==> src/rtl/psram_sched_pkg.sv <==
// State, owner and command encodings shared by the PSRAM scheduler and its arbiter.
package psram_sched_pkg;

    localparam logic [2:0] ST_RST_WAIT = 3'd0;
    localparam logic [2:0] ST_IDLE     = 3'd1;
    localparam logic [2:0] ST_ISSUE    = 3'd2;
    localparam logic [2:0] ST_WAIT_LO  = 3'd3;
    localparam logic [2:0] ST_WAIT_HI  = 3'd4;

    // Who owns the command currently in flight
    localparam logic [2:0] OWN_INIT_RST = 3'd0;
    localparam logic [2:0] OWN_INIT_MR  = 3'd1;
    localparam logic [2:0] OWN_SW       = 3'd2;
    localparam logic [2:0] OWN_P0       = 3'd3;
    localparam logic [2:0] OWN_P1       = 3'd4;

    localparam int unsigned GNT_SW = 0;
    localparam int unsigned GNT_P0 = 1;
    localparam int unsigned GNT_P1 = 2;

    localparam logic [7:0]  CMD_GRST    = 8'hFF;
    localparam logic [7:0]  MR_WCMD_DEF = 8'hC0;
    localparam logic [31:0] MR_ADDR_DEF = 32'h0000_0000;
    localparam logic [7:0]  MR_DATA_DEF = 8'h00;

    typedef struct packed {
        logic        rdwr;
        logic        cflg;
        logic [7:0]  ccmd;
        logic [31:0] cfg_addr;
        logic [7:0]  cfg_wdata;
        logic [31:0] addr;
        logic [63:0] wdata;
        logic [7:0]  wmask;
    } cmd_t;

endpackage

==> src/rtl/psram_rr_arb2.sv <==
// Two-port round-robin arbiter with a fixed-priority software override.
module psram_rr_arb2
    import psram_sched_pkg::*;
(
    input  logic       clk_i,
    input  logic       rst_n_i,
    input  logic       en_i,
    input  logic       sw_req_i,
    input  logic [1:0] req_i,
    output logic [2:0] gnt_o
);

    // ptr_q = 0 favours p0 on a tie, 1 favours p1
    logic ptr_q;

    always_comb begin
        gnt_o = 3'b000;
        if (en_i) begin
            if (sw_req_i) begin
                gnt_o[GNT_SW] = 1'b1;
            end else if (req_i[0] && (!req_i[1] || !ptr_q)) begin
                gnt_o[GNT_P0] = 1'b1;
            end else if (req_i[1]) begin
                gnt_o[GNT_P1] = 1'b1;
            end
        end
    end

    always_ff @(posedge clk_i or negedge rst_n_i) begin
        if (!rst_n_i) begin
            ptr_q <= 1'b0;
        end else if (gnt_o[GNT_P0]) begin
            ptr_q <= 1'b1;
        end else if (gnt_o[GNT_P1]) begin
            ptr_q <= 1'b0;
        end
    end

endmodule

==> src/rtl/psram_sched.sv <==
// Power-up sequencer and request arbiter sitting in front of psram_core.
module psram_sched
    import psram_sched_pkg::*;
#(
    parameter logic [15:0] INIT_DLY = 16'd600,
    parameter logic [7:0]  MR_WCMD  = MR_WCMD_DEF,
    parameter logic [31:0] MR_ADDR  = MR_ADDR_DEF,
    parameter logic [7:0]  MR_DATA  = MR_DATA_DEF
) (
    input  logic        clk_i,
    input  logic        rst_n_i,
    input  logic        init_en_i,
    output logic        init_done_o,
    input  logic        sw_req_i,
    output logic        sw_ack_o,
    input  logic        sw_rdwr_i,
    input  logic [7:0]  sw_ccmd_i,
    input  logic [31:0] sw_addr_i,
    input  logic [7:0]  sw_data_i,
    output logic [7:0]  sw_rdata_o,
    input  logic        p0_valid_i,
    output logic        p0_ready_o,
    input  logic        p0_rdwr_i,
    input  logic [31:0] p0_addr_i,
    input  logic [63:0] p0_wdata_i,
    input  logic [7:0]  p0_wmask_i,
    output logic        p0_rvalid_o,
    output logic [63:0] p0_rdata_o,
    input  logic        p1_valid_i,
    output logic        p1_ready_o,
    input  logic        p1_rdwr_i,
    input  logic [31:0] p1_addr_i,
    input  logic [63:0] p1_wdata_i,
    input  logic [7:0]  p1_wmask_i,
    output logic        p1_rvalid_o,
    output logic [63:0] p1_rdata_o,
    output logic        core_valid_o,
    output logic        core_rdwr_o,
    input  logic        core_ready_i,
    output logic        core_cflg_o,
    output logic [7:0]  core_ccmd_o,
    output logic [31:0] core_cfg_addr_o,
    output logic [7:0]  core_cfg_wdata_o,
    input  logic [7:0]  core_cfg_rdata_i,
    output logic [31:0] core_addr_o,
    output logic [63:0] core_wdata_o,
    output logic [7:0]  core_wmask_o,
    input  logic [63:0] core_rdata_i,
    output logic        busy_o
);

    logic [2:0]  state_q, state_d, owner_q, owner_d, gnt;
    logic [15:0] cnt_q;
    cmd_t        cmd_q, cmd_d;
    logic        core_valid_q, valid_d, init_done_q, busy_q;
    logic        sw_ack_q, p0_rvalid_q, p1_rvalid_q;
    logic [7:0]  sw_rdata_q;
    logic [63:0] p0_rdata_q, p1_rdata_q;
    logic        dly_done;

    assign dly_done = (cnt_q == INIT_DLY - 16'd1);

    psram_rr_arb2 u_arb (
        .clk_i    (clk_i),
        .rst_n_i  (rst_n_i),
        .en_i     ((state_q == ST_IDLE) && init_done_q),
        .sw_req_i (sw_req_i),
        .req_i    ({p1_valid_i, p0_valid_i}),
        .gnt_o    (gnt)
    );

    always_comb begin
        state_d = state_q;
        owner_d = owner_q;
        cmd_d   = cmd_q;
        valid_d = core_valid_q;
        case (state_q)
            ST_RST_WAIT: begin
                if (dly_done) begin
                    if (init_en_i) begin
                        state_d    = ST_ISSUE;
                        owner_d    = OWN_INIT_RST;
                        valid_d    = 1'b1;
                        cmd_d      = '0;
                        cmd_d.cflg = 1'b1;
                        cmd_d.ccmd = CMD_GRST;
                    end else begin
                        state_d = ST_IDLE;
                    end
                end
            end
            ST_IDLE: begin
                if (|gnt) begin
                    state_d = ST_ISSUE;
                    valid_d = 1'b1;
                    cmd_d   = '0;
                end
                unique case (gnt)
                    3'b001: begin
                        owner_d         = OWN_SW;
                        cmd_d.rdwr      = sw_rdwr_i;
                        cmd_d.cflg      = 1'b1;
                        cmd_d.ccmd      = sw_ccmd_i;
                        cmd_d.cfg_addr  = sw_addr_i;
                        cmd_d.cfg_wdata = sw_data_i;
                    end
                    3'b010: begin
                        owner_d     = OWN_P0;
                        cmd_d.rdwr  = p0_rdwr_i;
                        cmd_d.addr  = p0_addr_i;
                        cmd_d.wdata = p0_wdata_i;
                        cmd_d.wmask = p0_wmask_i;
                    end
                    3'b100: begin
                        owner_d     = OWN_P1;
                        cmd_d.rdwr  = p1_rdwr_i;
                        cmd_d.addr  = p1_addr_i;
                        cmd_d.wdata = p1_wdata_i;
                        cmd_d.wmask = p1_wmask_i;
                    end
                    default: ;
                endcase
            end
            // The core only samples valid on its own trigger, so hold it until ready drops
            ST_ISSUE: begin
                if (!core_ready_i) begin
                    valid_d = 1'b0;
                    state_d = ST_WAIT_LO;
                end
            end
            ST_WAIT_LO: begin
                if (core_ready_i) state_d = ST_WAIT_HI;
            end
            ST_WAIT_HI: begin
                if (owner_q == OWN_INIT_RST) begin
                    state_d         = ST_ISSUE;
                    owner_d         = OWN_INIT_MR;
                    valid_d         = 1'b1;
                    cmd_d           = '0;
                    cmd_d.cflg      = 1'b1;
                    cmd_d.ccmd      = MR_WCMD;
                    cmd_d.cfg_addr  = MR_ADDR;
                    cmd_d.cfg_wdata = MR_DATA;
                end else begin
                    state_d = ST_IDLE;
                end
            end
            default: state_d = ST_RST_WAIT;
        endcase
    end

    always_ff @(posedge clk_i or negedge rst_n_i) begin
        if (!rst_n_i) begin
            state_q      <= ST_RST_WAIT;
            owner_q      <= OWN_INIT_RST;
            cmd_q        <= '0;
            core_valid_q <= 1'b0;
            cnt_q        <= 16'd0;
            init_done_q  <= 1'b0;
            busy_q       <= 1'b0;
            sw_ack_q     <= 1'b0;
            p0_rvalid_q  <= 1'b0;
            p1_rvalid_q  <= 1'b0;
            sw_rdata_q   <= 8'h00;
            p0_rdata_q   <= 64'h0;
            p1_rdata_q   <= 64'h0;
        end else begin
            state_q      <= state_d;
            owner_q      <= owner_d;
            cmd_q        <= cmd_d;
            core_valid_q <= valid_d;
            busy_q       <= (state_d != ST_IDLE);
            sw_ack_q     <= 1'b0;
            p0_rvalid_q  <= 1'b0;
            p1_rvalid_q  <= 1'b0;
            if (state_q == ST_RST_WAIT) begin
                if (!dly_done) cnt_q <= cnt_q + 16'd1;
                else if (!init_en_i) init_done_q <= 1'b1;
            end
            // Ready returning high marks the end of the transfer including recovery
            if (state_q == ST_WAIT_LO && core_ready_i) begin
                case (owner_q)
                    OWN_SW: begin
                        sw_rdata_q <= core_cfg_rdata_i;
                        sw_ack_q   <= 1'b1;
                    end
                    OWN_P0: begin
                        p0_rdata_q  <= core_rdata_i;
                        p0_rvalid_q <= 1'b1;
                    end
                    OWN_P1: begin
                        p1_rdata_q  <= core_rdata_i;
                        p1_rvalid_q <= 1'b1;
                    end
                    OWN_INIT_MR: init_done_q <= 1'b1;
                    default: ;
                endcase
            end
        end
    end

    assign init_done_o      = init_done_q;
    assign busy_o           = busy_q;
    assign sw_ack_o         = sw_ack_q;
    assign sw_rdata_o       = sw_rdata_q;
    assign p0_ready_o       = gnt[GNT_P0];
    assign p1_ready_o       = gnt[GNT_P1];
    assign p0_rvalid_o      = p0_rvalid_q;
    assign p1_rvalid_o      = p1_rvalid_q;
    assign p0_rdata_o       = p0_rdata_q;
    assign p1_rdata_o       = p1_rdata_q;
    assign core_valid_o     = core_valid_q;
    assign core_rdwr_o      = cmd_q.rdwr;
    assign core_cflg_o      = cmd_q.cflg;
    assign core_ccmd_o      = cmd_q.ccmd;
    assign core_cfg_addr_o  = cmd_q.cfg_addr;
    assign core_cfg_wdata_o = cmd_q.cfg_wdata;
    assign core_addr_o      = cmd_q.addr;
    assign core_wdata_o     = cmd_q.wdata;
    assign core_wmask_o     = cmd_q.wmask;

endmodule

==> config.mk <==
export PLATFORM = sky130hd
export DESIGN_NAME = psram_sched
export DESIGN_NICKNAME = d
export VERILOG_FILES = /design/src/rtl/psram_sched_pkg.sv /design/src/rtl/psram_rr_arb2.sv /design/src/rtl/psram_sched.sv
export SDC_FILE = /design/constraint.sdc
export NUM_CORES = 1
export LEC_CHECK = 0
export ABC_AREA = 1
export BUFFER_PORTS_ARGS = -buffer_cell sky130_fd_sc_hd__buf_2
export CORE_AREA = 3 3 246 248
export CTS_CLUSTER_DIAMETER = 60
export CTS_CLUSTER_SIZE = 40
export DETAILED_ROUTE_END_ITERATION = 8
export DIE_AREA = 0 0 249 251
export MAX_ROUTING_LAYER = met4
export PLACE_DENSITY_LB_ADDON = 0.05
export SYNTH_ARGS = -nofsm -noshare
export SYNTH_HDL_FRONTEND = slang
export SYNTH_SLANG_ARGS = --single-unit
==> constraint.sdc <==
create_clock -name clk_i -period 4.9 [get_ports clk_i]
set_clock_uncertainty 0.15 [all_clocks]
set_input_delay 0.245 -clock clk_i [delete_from_list [all_inputs] [get_ports clk_i]]
set_output_delay 0.245 -clock clk_i [all_outputs]
set_load 0.02 [all_outputs]
; Word level (Yosys, flattened, before mapping)
; Index checks and enable logic that the tools add are counted.
[totals]
regBits = 319
out_inout_bits = 298
elab_cells = 111
[op_classes]
n_addsub = 1
n_eq_ne = 22
muxes = 45
bitwise = 1
n_reduce_logical = 21
[op_table]
columns = cell, n
row1 = 154-bit two-way mux, 4
row2 = 154-bit case mux with 3 select lines, 1
row3 = 104-bit case mux with 2 select lines, 1
row4 = 49-bit two-way mux, 1
row5 = 3-bit two-way mux, 8
row6 = 1-bit two-way mux, 22
row7 = 5-bit AND reduction, 4
row8 = 3-bit case mux with 3 select lines, 2
row9 = 16-bit by 1-bit adder with 16-bit output (second input constant), 1
row10 = 16-bit by 10-bit equality test with 1-bit output (second input constant), 1
row11 = 3-bit by 2-bit equality test with 1-bit output (second input constant), 5
row12 = 3-bit case mux with 5 select lines, 1
row13 = 3-bit by 1-bit equality test with 1-bit output (second input constant), 3
row14 = 3-bit equality test (second input constant), 3
row15 = 2-bit != test (second input constant), 4
row16 = 4-bit by 1-bit != test with 1-bit output (second input constant), 2
row17 = 2-bit AND reduction, 4
row18 = 3-bit zero test, 2
row19 = 2-bit two-way mux, 3
row20 = 3-bit by 1-bit != test with 1-bit output (second input constant), 2
row21 = 6-bit AND reduction, 1
row22 = 5-bit by 1-bit != test with 1-bit output (second input constant), 1
row23 = 1-bit case mux with 4 select lines, 1
row24 = 4-bit nonzero test, 1
row25 = other kinds (9), 12

; Depth between registers and ports, before layout
; Gate-level depths: netlist of run 1.
[depth]
depth_word = 10
ltp_mapped = 12

; Modules after synthesis
; From an unflattened synthesis of run 1, not the netlist that was laid out.
[unflattened]
cells_unflattened = 1458
area_unflattened_um2 = 13331.5
[by_module_without_submodules]
columns = mod, instances, cells_per_inst, area_each_um2
row1 = psram_sched, 1, 1447, 13252.7
row2 = psram_rr_arb2, 1, 11, 78.8

; Worst setup path before layout of run 1
; OpenSTA, ideal clock, no wires.
[synth_timing]
path_type = register -> register
startpoint = reg cnt_q[0]
endpoint = reg cmd_q (netlist bit core_wdata_o[20])
setup_time_ps = 117
arrival_time_ps = 1652
t_required_ps = 4633
slack_ps = 2981
stages_incl_launch_ff = 13
n_path_buf = 2
synth_period_minus_slack_ps = 1919
cell_sequence = dfrtp_1 -> ha_1 -> nand2_1 -> inv_1 -> nand2_1 -> nor2_1 -> nand3_1 -> a21oi_1 -> nand2_2 -> buf_4 -> buf_2 -> nand2_1 -> nand2_1
[synth_via]
elab_chain_len = 3
[synth_lines]
columns = item, line
row1 = "start, declared", psram_sched.sv:53  ; logic [15:0] cnt_q;
row2 = "start signal, assigned", psram_sched.sv:177  ; if (!dly_done) cnt_q <= cnt_q + 16'd1;
row3 = 16-bit by 10-bit equality test with 1-bit output, psram_sched.sv:61  ; assign dly_done = (cnt_q == INIT_DLY - 16'd1);
row4 = 2-bit != test (no source line), --
row5 = 5-bit AND reduction (no source line), --
row6 = "end signal, assigned", psram_sched.sv:170  ; cmd_q <= cmd_d;
row7 = "end, declared", psram_sched.sv:54  ; cmd_t cmd_q, cmd_d;
; No other way between the ends.
; A chain may end at the register's enable or synchronous reset.

; Final worst setup path of run 1
[layout_timing]
startpoint = reg cnt_q[0]
endpoint = reg cmd_q (netlist bit core_wdata_o[56])
; Same word-level chain as after synthesis.

==> results of run 1 <==
==> kinds of logic (layout without fill, tap and decap cells) <==
group                    after synthesis  after routing
AND/OR/NAND/NOR                      660            660
flip-flops                           319            319
buffers and inverters                280           1251
AO/OA/AOI/OAI                        253            253
XOR/XNOR                              10             10
adder cells (fa/ha/maj)                1              1
other                                  0              3
==> routing by layer <==
metal,vias to the layer above,part of all wire,track usage,routed length (um)
li1,6680,-,-,-
met1,6240,0.42,0.2003,22310
met2,457,0.48,0.2907,25810
met3,78,0.072,0.04666,3847
met4,0,0.029,0.05403,1529
met5,-,0,-,0
==> worst max-delay path, delay by kind of cell (launching register included) <==
| kind | cells | cell delay [ns] |
|---|---|---|
| compound gates | 1 | 0.85 |
| fa+ha+maj | 1 | 0.24 |
| buf+inv | 1 | 0.09 |
| flops | 1 | 0.43 |
| simple gates | 7 | 1.45 |
==> flip-flops by register name (all words and copies together), names as in the netlist, 3 cells and up <==
register,cells
core_wdata_o,64
p0_rdata_o,64
p1_rdata_o,64
core_addr_o,32
core_cfg_addr_o,32
cnt_q,16
core_ccmd_o,8
core_cfg_wdata_o,8
core_wmask_o,8
sw_rdata_o,8
owner_q,3
state_q,3
==> cell type report <==
type / instances / share of cell area
diodes: 3 / 0.0003388
clock buffers: 45 / 0.04743
clock inverters: 23 / 0.01423
inverters: 204 / 0.03455
multi-input cells: 924 / 0.1976
flip-flops and latches: 319 / 0.3602
well taps: 773 / 0.04365
repair buffers: 979 / 0.3020
==> cell usage in the layout (no fill, tap or decap), types with 2 or more instances in the layout <==
master / n
nor2_4: 2
clkinv_4: 4
a21oi_1: 4
buf_2: 634
nor3_4: 2
nor3_1: 8
nor2_2: 2
xor2_1: 9
nand3_1: 28
buf_12: 7
clkinv_1: 2
nand2_1: 580
clkbuf_1: 3
a31oi_1: 2
dlygate4sd3_1: 333
clkbuf_16: 41
clkinvlp_4: 7
diode_2: 3
a22o_1: 104
nor2_1: 26
dfrtp_1: 319
o21ai_0: 13
inv_6: 3
nand4_1: 9
o21ai_1: 129
buf_4: 4
inv_1: 201
clkinv_2: 2
bufinv_16: 6
==> power groups by stage <==
stage / Sequential (W) / Clock, W / Combinational [W]
after floorplan: 0.00539 / 0 / 0.00153
after global placement: 0.00421 / 0 / 0.00470
after detailed placement: 0.00422 / 0 / 0.00470
after CTS: 0.00420 / 0.00321 / 0.00495
after global routing: 0.00434 / 0.00330 / 0.00532
final: 0.00419 / 0.00308 / 0.00482
==> through the flow <==
stage / setup slack (ns) / instances / cell area, sq um / hold WS [ns] / utilization
floorplan: 2.981 / 1523 / 13470 / -0.2006 / -
CTS: 1.265 / 3267 / 22150 / 0.02533 / 0.3775
finish: 1.188 / 3270 / 22160 / 0.07947 / 0.3776
detailed placement: 1.292 / 2865 / 17430 / -0.02532 / 0.2971
global route: 0.7961 / 3270 / 22160 / 0.07977 / 0.3776
global placement: 1.441 / 2865 / 17430 / -0.02016 / 0.2971
==> how the worst max path moves through the flow <==
stage	startpoint	end	slack (ns)	cells past startpoint
after floorplan	cnt_q[0]	core_wdata_o[20]	2.98	12
after global placement	cnt_q[0]	core_cfg_addr_o[30]	1.44	10
after detailed placement	cnt_q[0]	core_wdata_o[56]	1.29	10
after CTS	cnt_q[0]	core_wdata_o[56]	1.27	10
after global routing	cnt_q[0]	core_cfg_addr_o[24]	0.80	10
final	cnt_q[0]	core_wdata_o[56]	1.19	10
==> results.tsv, run 1 <==
stage	metric	value	unit
worst_hold_path	HP Class	in -> reg	
drt	post-route ant nets	0	
final_layout	register area	7983	sq um
synthesis	syn_area_per_cell	8.841	sq um
clock_tree	H-tree depth	2	
synthesis	XOR/XNOR share of the synthesized area	0.006504	
setup_path	Req. time, crit path	5.16	ns
final_layout	total area of multi-input combinational cells	4379	sq um
synthesis	Synth Warn #	0	
clock_tree	Sink Count	319	
drt	# DRC	0	
floorplanning	site row count	89	
setup_path	Worst Path Max Fanout	158	
global_route	largest net degree at the start of global routing	159	
clock_tree	CTS tree	done	
power_and_ir_drop	Power per Cell Area	545.8	nW/um^2
clock_tree	Clock transition at path regs	0.06	ns
timing	Hold Fails Final Rpt	0	
setup_path	R2R Path End	core_wdata_o[56]	
global_route	global-route usage over all layers	0.1723	
synthesis	proportion of synthesized area in mux cells	0	
drt	wire length per cell	16.36	um
synthesis	Synth top cells by count	580 x nand2_1, 319 x dfrtp_1, 201 x inv_1	
setup_path	R2R cell count	10	
synthesis	syn_nets	1862	
power_and_ir_drop	internal power	0.007069	W
setup_path	critical path class	reg -> reg	
worst_hold_path	Hold Path Origin	p0_valid_i	
synthesis	Yosys reg bits	319	
drt	First-pass DRT Iterations	5	
setup_path	CP most frequent cell	nand2_1	
timing	max-slew violation count	0	
floorplanning	# IOs	636	
setup_path	Critical Path AT	3.97	ns
synthesis	synthesized area	13470	sq um
power_and_ir_drop	Tot Pwr	0.01210	W
synthesis	leading cell type by number of instances after synthesis	nand2_1	
placed_design	count of input and output buffers	635	
synthesis	Unique masters post-synth	27	
setup_path	cells along the critical path	ha_1 > nand2_1 > inv_1 > nand2_1 > nor2_1 > nand3_1 > a21oi_1 > nand2_8 > nand2_1 > nand2_1	
floorplanning	Core ar.	58690	sq um
floorplanning	die span in x	249	um
setup_path	Crit path largest cell delay	0.85	ns
setup_path	CP Launch Type	register	
power_and_ir_drop	Flop pwr share	0.347	
timing	Worst slew margin	0.1732	
drt	vias	13455	
synthesis	post-synth top area share	0.5928	
synthesis	Post-Synth Adder-Cell Area	0.0009292	
drt	initial DRC count	597	
clock_tree	post-CTS sizing	0	
global_route	first-pass GRT wire length	82.05	mm
power_and_ir_drop	Switching Power	0.005027	W
job	# Max-Cap Violations	0	
power_and_ir_drop	LEAKAGE	12.42	nW
global_route	grt ovf	0	
synthesis	synth top area cells	dfrtp_1 59%, nand2_1 16%, a22o_1 6.8%	
clock_tree	# hold bufs at CTS	334	
placed_design	DP HPWL	38.46	mm
timing	Fmax	0.2694	GHz
timing	Final period util	0.7576	
synthesis	simple logic cell fraction of the synthesized area	0.1923	
final_layout	layout cells sized above 1	0.2891	
global_route	vias in the first global route	14079	
synthesis	ys flop type	dfrtp_1	
synthesis	post-synthesis sequential area ratio	0.5928	
power_and_ir_drop	Logic pwr share	0.399	
timing	Fin Setup TNS	0	ns
final_layout	Nets	2805	
run_status	status	completed	
placed_design	GPL Wtd Cong	0.8006	
timing	Worst Tran Pin Value	1.240	ns
clock_tree	clk root buf	clkbuf_16	
power_and_ir_drop	Peak supply drop	0.5162	mV
drt	via/cell ratio	4.115	
clock_tree	clock latency on the worst-skew pair	0.54	ns
synthesis	largest family of logic cells by synthesized area	simple AND/OR/NAND/NOR gates	
clock_tree	postcts setup bufs	0	
setup_path	R2R Setup Slk	1.19	ns
final_layout	fill count	6159	
clock_tree	TritonCTS buffer count	38	
timing	final setup fails	0	
synthesis	ys async rst share	1.000	
worst_hold_path	hold worst-path end	owner_q[1]	
power_and_ir_drop	clock network power share	0.255	
floorplanning	Die H	251	um
clock_tree	clock buffer depth	3	
setup_path	RR Startpoint	cnt_q[0]	
timing	fin crit period	3.712	ns
synthesis	area fraction in compound gates after synthesis	0.1235	
final_layout	P&R area growth vs syn	64.57	%
synthesis	dominant cell type by area after synthesis	dfrtp_1	
timing	unrepaired setup endpoints after global routing	false	
setup_path	Crit. End Element	register	
synthesis	Cells after Synth	1523	
synthesis	number of flops mapped to enable cells by yosys	0	
power_and_ir_drop	Sw Share	0.4156	
setup_path	CP max stage cell	a21oi_1	
floorplanning	Initial Util	0.2295	
floorplanning	Die Area	62500	sq um
drt	Routed WL	53.50	mm
worst_hold_path	WHS Path Cells	5	
global_route	initial antenna violation count	4	
Note: power is estimated with default switching activity, not from simulation.
==> inputs of run 2 (changes only) <==
--- a/config.mk
+++ b/config.mk
@@ -5,13 +5,13 @@
 export SDC_FILE = /design/constraint.sdc
 export NUM_CORES = 1
 export LEC_CHECK = 0
-export ABC_AREA = 1
+export ABC_AREA = 0
 export BUFFER_PORTS_ARGS = -buffer_cell sky130_fd_sc_hd__buf_2
-export CORE_AREA = 3 3 246 248
+export CORE_AREA = 3 3 244 246
 export CTS_CLUSTER_DIAMETER = 60
 export CTS_CLUSTER_SIZE = 40
 export DETAILED_ROUTE_END_ITERATION = 8
-export DIE_AREA = 0 0 249 251
+export DIE_AREA = 0 0 247 249
 export MAX_ROUTING_LAYER = met4
 export PLACE_DENSITY_LB_ADDON = 0.05
 export SYNTH_ARGS = -nofsm -noshare
==> constraint.sdc (replaced) <==
create_clock -name clk_i -period 3.5 [get_ports clk_i]
set_clock_uncertainty 0.15 [all_clocks]
set_input_delay 0.175 -clock clk_i [delete_from_list [all_inputs] [get_ports clk_i]]
set_output_delay 0.175 -clock clk_i [all_outputs]
set_load 0.02 [all_outputs]
==> run 2 against run 1 <==
  * Die area is 1.6% lower
  * Clock power is 47% higher
  * Non-clock buffer count is 17 higher
  * Sequential power is 38% higher
  * Global-route usage is 1.5 points higher
  * Fmax is 28% higher
  * Synthesized area is 1.4% lower
  * Total power is 40% higher
  * Via count is 8.4% lower
  * Critical endpoint is now core_wdata_o[17]
  * Highest routed layer unchanged
==> results.tsv, run 2 <==
stage	metric	value	unit	change
run_status	status	completed		
final_layout	commonest non-fill, non-tap cells in the layout	634 x buf_2, 335 x dlygate4sd3_1, 319 x dfrtp_1		
placed_design	DP HPWL	41.45	mm	+7.8%
drt	# DRC	0		unchanged
final_layout	Nets	2324		-17%
power_and_ir_drop	Logic pwr share	0.389		-0.010
drt	Routed WL	57.62	mm	+7.7%
power_and_ir_drop	Flop pwr share	0.343		-0.004
synthesis	syn_nets	1373		-26%
synthesis	Post-Synth Adder-Cell Area	0.0009420		+0.00001278
synthesis	Cells after Synth	1034		-32%
floorplanning	site row count	88		-1.1%
timing	Hold Fails Final Rpt	0		unchanged
final_layout	Core Util, Final	0.3863		+0.008711
setup_path	CP Launch Type	register		
power_and_ir_drop	Sw Share	0.3808		-0.03475
floorplanning	die span in x	247	um	-0.80%
synthesis	Yosys reg bits	319		unchanged
floorplanning	Die Area	61500	sq um	-1.6%
clock_tree	TritonCTS buffer count	40		+5.3%
final_layout	most common cell after layout, fill and taps aside	buf_2		
job	# Max-Cap Violations	0		unchanged
final_layout	fill count	5743		-6.8%
clock_tree	post-CTS sizing	0		unchanged
timing	Worst slew margin	0.4399		+0.2667
timing	setup ws final	0.6081	ns	-0.5798 ns
setup_path	Crit. End Element	register		
synthesis	post-synthesis sequential area ratio	0.6010		+0.008153
power_and_ir_drop	internal power	0.01048	W	+48%
synthesis	dominant cell type by area after synthesis	dfrtp_1		
final_layout	non-filler cells, final	2791		-15%
timing	max-slew violation count	0		unchanged
drt	vias	12325		-8.4%
clock_tree	H-tree depth	2		unchanged
worst_hold_path	HP Class	in -> async		
synthesis	Unique masters post-synth	51		+89%
setup_path	Worst Path Max Fanout	58		-63%
global_route	initial antenna violation count	10		+6
setup_path	Req. time, crit path	3.80	ns	-1.36 ns
timing	Fmax	0.3458	GHz	+28%
drt	wire length per cell	20.65	um	+26%
floorplanning	# IOs	636		unchanged
synthesis	XOR/XNOR share of the synthesized area	0.009891		+0.003386
setup_path	RR Startpoint	u_arb.ptr_q		
final_layout	P&R area growth vs syn	67.48	%	
setup_path	R2R Path End	core_wdata_o[17]		
power_and_ir_drop	clock network power share	0.268		+0.013
synthesis	ys flop type	dfrtp_1		
synthesis	ys async rst share	1.000		unchanged
synthesis	simple logic cell fraction of the synthesized area	0.08176		-0.1106
drt	initial DRC count	414		-31%
timing	Worst Tran Pin Value	0.8401	ns	-0.4001 ns
clock_tree	Clock transition at path regs	0.06	ns	about the same
synthesis	syn_area_per_cell	12.85	sq um	+45%
floorplanning	Die H	249	um	-0.80%
global_route	largest net degree at the start of global routing	90		-43%
clock_tree	clk root buf	clkbuf_16		
power_and_ir_drop	LEAKAGE	11.53	nW	-7.1%
synthesis	proportion of synthesized area in mux cells	0.1238		+0.1238
clock_tree	CTS tree	done		
clock_tree	Sink Count	319		unchanged
global_route	first-pass GRT wire length	85.92	mm	+4.7%
power_and_ir_drop	Power per Cell Area	760.7	nW/um^2	+39%
setup_path	R2R cell count	6		-4
synthesis	area fraction in compound gates after synthesis	0.1496		+0.02610
clock_tree	clock latency on the worst-skew pair	0.56	ns	+0.02 ns
power_and_ir_drop	Peak supply drop	0.3279	mV	-36%
final_layout	layout cells sized above 1	0.4358		+0.1467
timing	Final period util	0.8263		+0.06868
synthesis	synth top area cells	dfrtp_1 60%, mux2_2 12%, o2bb2ai_1 6.9%		
synthesis	synthesized area	13280	sq um	-1.4%
global_route	grt ovf	0		unchanged
synthesis	largest family of logic cells by synthesized area	compound AO/OA/AOI/OAI gates		
setup_path	Critical Path AT	3.20	ns	-0.77 ns
drt	post-route ant nets	0		unchanged
placed_design	placed insts	2373		-17%
setup_path	critical path class	reg -> reg		
placed_design	GPL Wtd Cong	0.8214		+2.6%
timing	fin crit period	2.892	ns	-0.8202 ns
global_route	vias in the first global route	13638		-3.1%
setup_path	R2R Setup Slk	0.61	ns	-0.58 ns
timing	Fin Setup TNS	0	ns	unchanged
synthesis	Synth Warn #	0		unchanged
synthesis	post-synth top area share	0.6010		+0.008153
global_route	global-route usage over all layers	0.1876		+0.01537
synthesis	leading cell type by number of instances after synthesis	dfrtp_1		
floorplanning	Initial Util	0.2307		+0.001210
placed_design	Place WS	0.8892	ns	-0.4027 ns
drt	via/cell ratio	4.416		+7.3%
synthesis	number of flops mapped to enable cells by yosys	0		unchanged
placed_design	count of input and output buffers	635		unchanged
clock_tree	clock buffer depth	3		unchanged
drt	First-pass DRT Iterations	6		+1
floorplanning	Core ar.	57590	sq um	-1.9%
clock_tree	postcts setup bufs	0		unchanged
power_and_ir_drop	Switching Power	0.006445	W	+28%
timing	final setup fails	0		unchanged
synthesis	Synth top cells by count	319 x dfrtp_1, 137 x mux2_2, 115 x a21oi_1		
timing	unrepaired setup endpoints after global routing	false		
-- run 2: cell types whose count changed in the layout (fill, tap and decap cells not counted), moves of 19 or more --
cell       change
inv_1        -183
and3_1       +104
mux2_2       +137
o2bb2ai_1    +104
nand2_1      -572
o21ai_1      -129
a22o_1        -64
nor2_1        -19
nand3_1       -25
a21oi_1      +111
-- run 2: worst max-delay path by stage --
stage / start / end / slack [ns] / depth (start not counted)
3_3_place_gp: owner_q[0] / owner_q[0] / 0.89 / 5
2_1_floorplan: cnt_q[11] / core_cfg_addr_o[16] / 1.33 / 6
3_5_place_dp: state_q[2] / owner_q[0] / 0.89 / 5
4_1_cts: state_q[1] / p1_ready_o / 0.49 / 4
5_1_grt: state_q[1] / p1_ready_o / 0.27 / 4
6_report: u_arb.ptr_q / core_wdata_o[17] / 0.61 / 6
-- run 2: logic make-up (layout without fill, tap and decap cells) --
logic type	Yosys count	in the layout
AO/OA/AOI/OAI	277	277
XOR/XNOR	15	15
adder cells (fa/ha/maj)	1	1
buffers and inverters	105	1088
flip-flops	319	319
multiplexers	147	147
other	0	9
AND/OR/NAND/NOR	170	170
-- run 2: power by group through the flow --
stage / Combinational [W] / Sequential (W) / Clock [W]
floorplan: 0.00191 / 0.00740 / 0
global placement: 0.00625 / 0.00584 / 0
detailed placement: 0.00622 / 0.00585 / 0
CTS: 0.00670 / 0.00581 / 0.00473
global route: 0.00705 / 0.00599 / 0.00486
finish: 0.00658 / 0.00580 / 0.00454
-- run 2: routing by layer --
metal  vias to the layer above  routed length (um)  GRT usage
met1                      6050               22480     0.2077
met3                        90                4473    0.05339
met2                       411               28800     0.3216
met4                         0                1868    0.06575
met5                         -                   0          -
li1                       5774                   -          -
-- run 2: per-stage QoR --
| stage | area, sq um | total power (W) | hold slack [ns] |
|---|---|---|---|
| detailed placement | 17410 | 0.01207 | 0.09515 |
| global placement | 17410 | 0.01209 | 0.09721 |
| floorplan | 13280 | 0.009310 | -0.2706 |
| CTS | 22220 | 0.01724 | 0.09666 |
| global route | 22250 | 0.01790 | 0.1331 |
| finish | 22250 | 0.01692 | 0.07801 |
-- run 2: critical path: stages (launching register included) --
cell,delay [ns]
dfrtp_1,0.45
a21bo_4,0.70
buf_4,0.41
and3_1,0.25
a21oi_1,0.06
dlygate4sd3_1,0.57
o2bb2ai_1,0.16
-- run 2: what timing repair did --
| action | 4_1_cts | 5_1_grt |
|---|---|---|
| endpoints found under the hold margin | 374 | 0 |
| endpoints found under the setup margin | 0 | 0 |
| hold buffers | 335 | 0 |
-- run 2: area by class of cell --
| class | count | area, sq um | area share |
|---|---|---|---|
| Antenna cell | 9 | 22.52 | 0.001012 |
| Multi-Input combinational cell | 610 | 4897 | 0.2201 |
| Inverter | 18 | 67.56 | 0.003037 |
| Clock inverter | 27 | 357.8 | 0.01609 |
| Sequential cell | 319 | 7983 | 0.3588 |
| Timing Repair Buffer | 996 | 6862 | 0.3084 |
| Tap cell | 765 | 957.2 | 0.04303 |
| Clock buffer | 47 | 1100 | 0.04944 |
